<file path="src/rtl/regfile_pkg.sv">
// Shared defaults and types for the scoreboarded register file.
package regfile_pkg;

  localparam int XLEN_DEF = 32;
  localparam int NREG_DEF = 32;
  localparam int NRP_DEF  = 2;
  localparam int AW_DEF   = $clog2(NREG_DEF);

  typedef logic [AW_DEF-1:0]   reg_addr_t;
  typedef logic [XLEN_DEF-1:0] xlen_t;

endpackage

</file>
<file path="src/rtl/regfile_scoreboard.sv">
// Pending-write scoreboard: busy bit per register, RAW/WAW hazard detect
// and a registered count of reserved registers.
module regfile_scoreboard
  import regfile_pkg::*;
#(
  parameter int NREG   = NREG_DEF,
  parameter int NRP    = NRP_DEF,
  parameter int BYPASS = 1,
  localparam int AW    = $clog2(NREG)
) (
  input  logic                   clk,
  input  logic                   reset,
  input  logic                   we,
  input  logic [AW-1:0]          waddr,
  input  logic                   rsv_valid,
  input  logic [AW-1:0]          rsv_addr,
  input  logic [NRP-1:0]         rd_en,
  input  logic [NRP-1:0][AW-1:0] raddr,
  output logic [NRP-1:0]         rd_busy,
  output logic                   hazard,
  output logic [AW:0]            pend_cnt
);

  localparam logic [AW:0] CNT_ONE = 1;

  logic [NREG-1:0] busy;
  logic [NREG-1:0] busy_nxt;
  logic            raw;
  logic            waw;
  logic            rsv_ok;
  logic            wr_clr;
  logic            cnt_inc;
  logic            cnt_dec;

  // A same-cycle writeback to the source satisfies the read when bypassing.
  always_comb begin
    rd_busy = '0;
    raw     = 1'b0;
    for (int i = 0; i < NRP; i++) begin
      rd_busy[i] = (raddr[i] != '0) && busy[raddr[i]] &&
                   !((BYPASS != 0) && we && (waddr == raddr[i]));
      raw        = raw | (rd_en[i] && rd_busy[i]);
    end
  end

  assign waw    = rsv_valid && (rsv_addr != '0) && busy[rsv_addr] &&
                  !(we && (waddr == rsv_addr));
  assign hazard = raw | waw;

  assign rsv_ok = rsv_valid && (rsv_addr != '0) && !hazard;
  assign wr_clr = we && (waddr != '0) && busy[waddr];

  // Reservation applied after the clear so a coinciding reservation wins.
  always_comb begin
    busy_nxt = busy;
    if (we && (waddr != '0)) busy_nxt[waddr] = 1'b0;
    if (rsv_ok)              busy_nxt[rsv_addr] = 1'b1;
    busy_nxt[0] = 1'b0;
  end

  assign cnt_inc = rsv_ok && !busy[rsv_addr];
  assign cnt_dec = wr_clr && !(rsv_ok && (rsv_addr == waddr));

  always_ff @(posedge clk or posedge reset) begin
    if (reset) begin
      busy     <= '0;
      pend_cnt <= '0;
    end else begin
      busy <= busy_nxt;
      case ({cnt_inc, cnt_dec})
        2'b10:   pend_cnt <= pend_cnt + CNT_ONE;
        2'b01:   pend_cnt <= pend_cnt - CNT_ONE;
        default: pend_cnt <= pend_cnt;
      endcase
    end
  end

endmodule

</file>
<file path="src/rtl/regfile_sb.sv">
// Flip-flop register file with multiport combinational reads, optional
// write-to-read forwarding and an attached pending-write scoreboard.
module regfile_sb
  import regfile_pkg::*;
#(
  parameter int XLEN   = XLEN_DEF,
  parameter int NREG   = NREG_DEF,
  parameter int NRP    = NRP_DEF,
  parameter int BYPASS = 1,
  localparam int AW    = $clog2(NREG)
) (
  input  logic                     clk,
  input  logic                     reset,
  input  logic                     we,
  input  logic [AW-1:0]            waddr,
  input  logic [XLEN-1:0]          wdata,
  input  logic                     rsv_valid,
  input  logic [AW-1:0]            rsv_addr,
  input  logic [NRP-1:0]           rd_en,
  input  logic [NRP-1:0][AW-1:0]   raddr,
  output logic [NRP-1:0][XLEN-1:0] rdata,
  output logic [NRP-1:0]           rd_busy,
  output logic                     hazard,
  output logic [AW:0]              pend_cnt
);

  logic [XLEN-1:0] regs [NREG];
  logic            we_act;
  logic            wr_ok;

  // Writes (and their forwarding) are suppressed while reset is held.
  assign we_act = we && !reset;
  assign wr_ok  = we_act && (waddr != '0);

  for (genvar r = 0; r < NREG; r++) begin : g_reg
    always_ff @(posedge clk or posedge reset) begin
      if (reset)
        regs[r] <= '0;
      else if (wr_ok && (waddr == AW'(r)))
        regs[r] <= wdata;
    end
  end

  always_comb begin
    rdata = '0;
    for (int i = 0; i < NRP; i++) begin
      if (raddr[i] != '0) begin
        if ((BYPASS != 0) && we_act && (waddr == raddr[i]))
          rdata[i] = wdata;
        else
          rdata[i] = regs[raddr[i]];
      end
    end
  end

  regfile_scoreboard #(
    .NREG   (NREG),
    .NRP    (NRP),
    .BYPASS (BYPASS)
  ) u_scoreboard (
    .clk       (clk),
    .reset     (reset),
    .we        (we_act),
    .waddr     (waddr),
    .rsv_valid (rsv_valid),
    .rsv_addr  (rsv_addr),
    .rd_en     (rd_en),
    .raddr     (raddr),
    .rd_busy   (rd_busy),
    .hazard    (hazard),
    .pend_cnt  (pend_cnt)
  );

endmodule

</file>
<file path="config.mk">
export PLATFORM = sky130hd
export DESIGN_NAME = regfile_sb
export DESIGN_NICKNAME = d
export VERILOG_FILES = /design/src/rtl/regfile_pkg.sv /design/src/rtl/regfile_scoreboard.sv /design/src/rtl/regfile_sb.sv
export SDC_FILE = /design/constraint.sdc
export NUM_CORES = 2
export LEC_CHECK = 0
export CAP_MARGIN = 20
export CORE_MARGIN = 5
export CORE_UTILIZATION = 25
export CTS_BUF_LIST = sky130_fd_sc_hd__clkbuf_2 sky130_fd_sc_hd__clkbuf_4 sky130_fd_sc_hd__clkbuf_8
export DETAILED_ROUTE_END_ITERATION = 8
export PLACE_DENSITY_LB_ADDON = 0.3
export SLEW_MARGIN = 20
export SYNTH_ARGS = -nofsm -noshare
export SYNTH_HDL_FRONTEND = slang
export SYNTH_SLANG_ARGS = --single-unit
</file>
<file path="constraint.sdc">
create_clock -name clk -period 77.5 [get_ports clk]
set_input_delay 15.5 -clock clk [delete_from_list [all_inputs] [get_ports clk]]
set_output_delay 15.5 -clock clk [all_outputs]
set_load 0.1 [all_outputs]
</file>
==> metrics.md <==
| Metric | Value |
|---|---|
| Leakage | `about 29 nW` |
| Register Area | `~27000 um^2` |
| DR vias/cell | `roughly 5.2` |
| RSZ-0062 raised after global routing | `no` |
| Pre-CTS setup slack | `approximately 40 ns` |
| CTS Hold Bufs | `0` |
| Final hold viol count | `0` |
| Num CTS Buffers | `just under 200` |
| Critical Path Source Type | `primary input` |
| Max Slew Vio Count | `0` |
| Post-DP HPWL | `about 110 mm` |
| Status | `finished clean` |
| Min Tclk post-route | `about 38 ns` |
| Multi-input logic area | `29700 um^2` |
| Crit path largest cell delay | `around 1.3 ns` |
| Register bit total from synthesis | `approximately 1100` |
| F_max | `26.6 MHz` |
| Routability Congestion | `0.756` |
| WL final | `between 200 and 250 mm` |
| Most frequent cell after synthesis | `dfrtp_1` |
| CTS root buf | `clkbuf_8` |
| Largest net degree at the start of global routing | `~160` |
| Syn avg cell area | `roughly 15 um^2` |
| EDFF count, synth | `0` |
| Leading area contributor after synthesis | `dfrtp_1` |
| DR pass1 iterations | `5` |
| Post-Syn Area | `~58000 um^2` |
| Finished Cell Area | `roughly 67000 um^2` |
| Post-synth net total | `just under 4000` |
| Die width | `around 500 um` |
| Initial antenna violation count | `16` |
| FFs w/ async S/R, synth | `1.00` |
| DRC viols | `0` |
| Prevailing post-synth register cell | `dfrtp_1` |
| Max_slew headroom | `0.222` |
| Longest Clk Path Bufs | `3` |
| CTS tree | `built` |
| P&R area growth vs syn | `14.5%` |
| H-tree levels | `4` |
| Post-layout util | `0.287` |
| DR WL/cell | `around 28 um` |
| CTS Sinks | `between 1000 and 1500` |
| Post-route setup TNS | `0 ns` |
| Clk_skew | `roughly 0.028 ns` |
| Post-Layout Cell Count | `roughly 7100` |
| Worst path arrival time | `roughly 22 ns` |
| Kind of critical path | `in -> out` |
| Placed Area | `about 62000 um^2` |
| Worst-Margin Slew | `around 1.2 ns` |
| Slowest CP cell | `clkdlybuf4s50_1` |
| Cells after DPL | `around 6700` |
| Worst-path maximum fanout | `69` |
| Worst-Skew Late Latency | `about 0.90 ns` |
| Yosys top cell area share | `0.456` |
| Setup Fix Bufs, Post-CTS | `0` |
| CP bufs+invs | `6` |
| Yosys cell types | `62` |
| Gr usage total | `0.163` |
| Routed Antenna Nets | `0` |
| GRT Residual Overflow | `0` |
| Die area | `243000 um^2` |
| Seq/Total Area, Yosys | `0.456` |
| Worst path required time | `between 60 and 70 ns` |
| Clock transition at path regs | `approximately 0.050 ns` |
| Post-cts sizing count | `0` |
| Fill cell count | `around 23000` |
| HP Class | `reg -> reg` |
| First-pass GRT wire length | `292 mm` |
| Die Height | `between 400 and 500 um` |
| Ranking of synthesized cells by area | `dfrtp_1 (46%), mux4_2 (23%), mux2_2 (20%)` |
| YS warnings | `0` |
| Worst IR Drop VDD | `about 0.000023 V` |
| Layout Nets | `3917` |
| CP Cell Sequence | `buf_8 > buf_4 > buf_4 > buf_4 > buf_4 > mux2i_1 > a221oi_1 > nor2_1 > o21ai_0 > o21ai_0 > o22ai_1 > clkdlybuf4s50_1` |
| Vias in the first global route | `~39000` |
| Pwr/cell area | `between 20 and 25 nW/um^2` |
| Initial Util | `0.251` |
| Core Region | `around 230000 um^2` |
| Layout cells sized above 1 | `0.539` |
| Final setup margin | `about 40 ns` |
| Tcrit/Tclk final | `0.485` |
| Cell repeated most along the worst path | `buf_4` |
| Setup violators final | `0` |
| Synthesized instance count | `around 3900` |
| PortBufs | `130` |
| Post-synth top cells | `dfrtp_1 (1061), mux2_2 (1026), mux4_2 (591)` |
| 1st-iter DRT viols | `between 2000 and 3000` |
| Max-cap violation count | `0` |
| Ports | `between 100 and 150` |
| Top Family by Delay on Critical Path | `buffers and inverters` |
| # rows | `roughly 180` |
| Worst Setup End Kind | `primary output` |
| Via count | `around 37000` |
-- flip-flops by register name (all words and copies together), names as in the netlist --
signal                 count
regs                    1024
u_scoreboard.busy         31
u_scoreboard.pend_cnt      6
-- final cells by class --
class,instances,share of cell area
clock buffer,323,0.0600
inverter,22,0.00137
multi-input combinational,2324,0.446
antenna,5,0.000188
tap,3043,0.0572
clock inverter,27,0.00364
timing repair buffer,251,0.0335
sequential,1061,0.399
-- layout by cell type, fill, tap and decap left out, types with 72 or more instances in the layout --
| cell type | count |
|---|---|
| buf_4 | 120 |
| clkbuf_8 | 251 |
| clkdlybuf4s50_1 | 109 |
| nor2_1 | 91 |
| o21ai_0 | 89 |
| clkbuf_4 | 72 |
| mux4_2 | 591 |
| dfrtp_1 | 1061 |
| mux2_2 | 1026 |
| mux2i_1 | 113 |
-- final timing paths --
kind                            slack [ns]  cells after the start                        to             startpoint
worst min register to register        0.39                      0                regs[1002]             regs[1002]
worst max register to register       73.35                     15  u_scoreboard.pend_cnt[5]  u_scoreboard.busy[23]
worst min-delay path                  0.39                      0                regs[1002]             regs[1002]
min in group asynchronous            15.27                      2                 regs[679]                  reset
worst max-delay path                 39.93                     12                 rdata[14]               raddr[0]
max in group asynchronous            59.03                      5                 regs[474]                  reset
-- metrics by stage --
| stage | hold WS (ns) | power, mW |
|---|---|---|
| final | 0.393 | 1.61 |
| after global routing | 0.408 | 1.68 |
| after CTS | 0.396 | 1.63 |
| after detailed placement | 0.383 | 1.04 |
| after global placement | 0.377 | 1.03 |
| after floorplan | 0.441 | 0.946 |
-- per-layer routing --
layer / vias up / global-route usage / wire length [um]
met4: 10 / 0.0476 / 5470
li1: 15000 / - / -
met1: 20300 / 0.233 / 91600
met5: - / 0 / 59
met3: 328 / 0.0315 / 11500
met2: 1178 / 0.253 / 91500
-- power breakdown --
part,internal [mW],leakage (nW),switching [mW]
sequential,0.629,14.1,0.0566
combinational,0.166,12.2,0.174
clock,0.328,2.26,0.254
-- cell families after synthesis --
logic type      share of synthesized area
buf+inv                            0.0381
flops                               0.456
compound gates                     0.0334
simple gates                       0.0211
mux                                 0.447
xor+xnor                          0.00301
fa+ha+maj                         0.00142
Power figures use the tool's default switching activity.
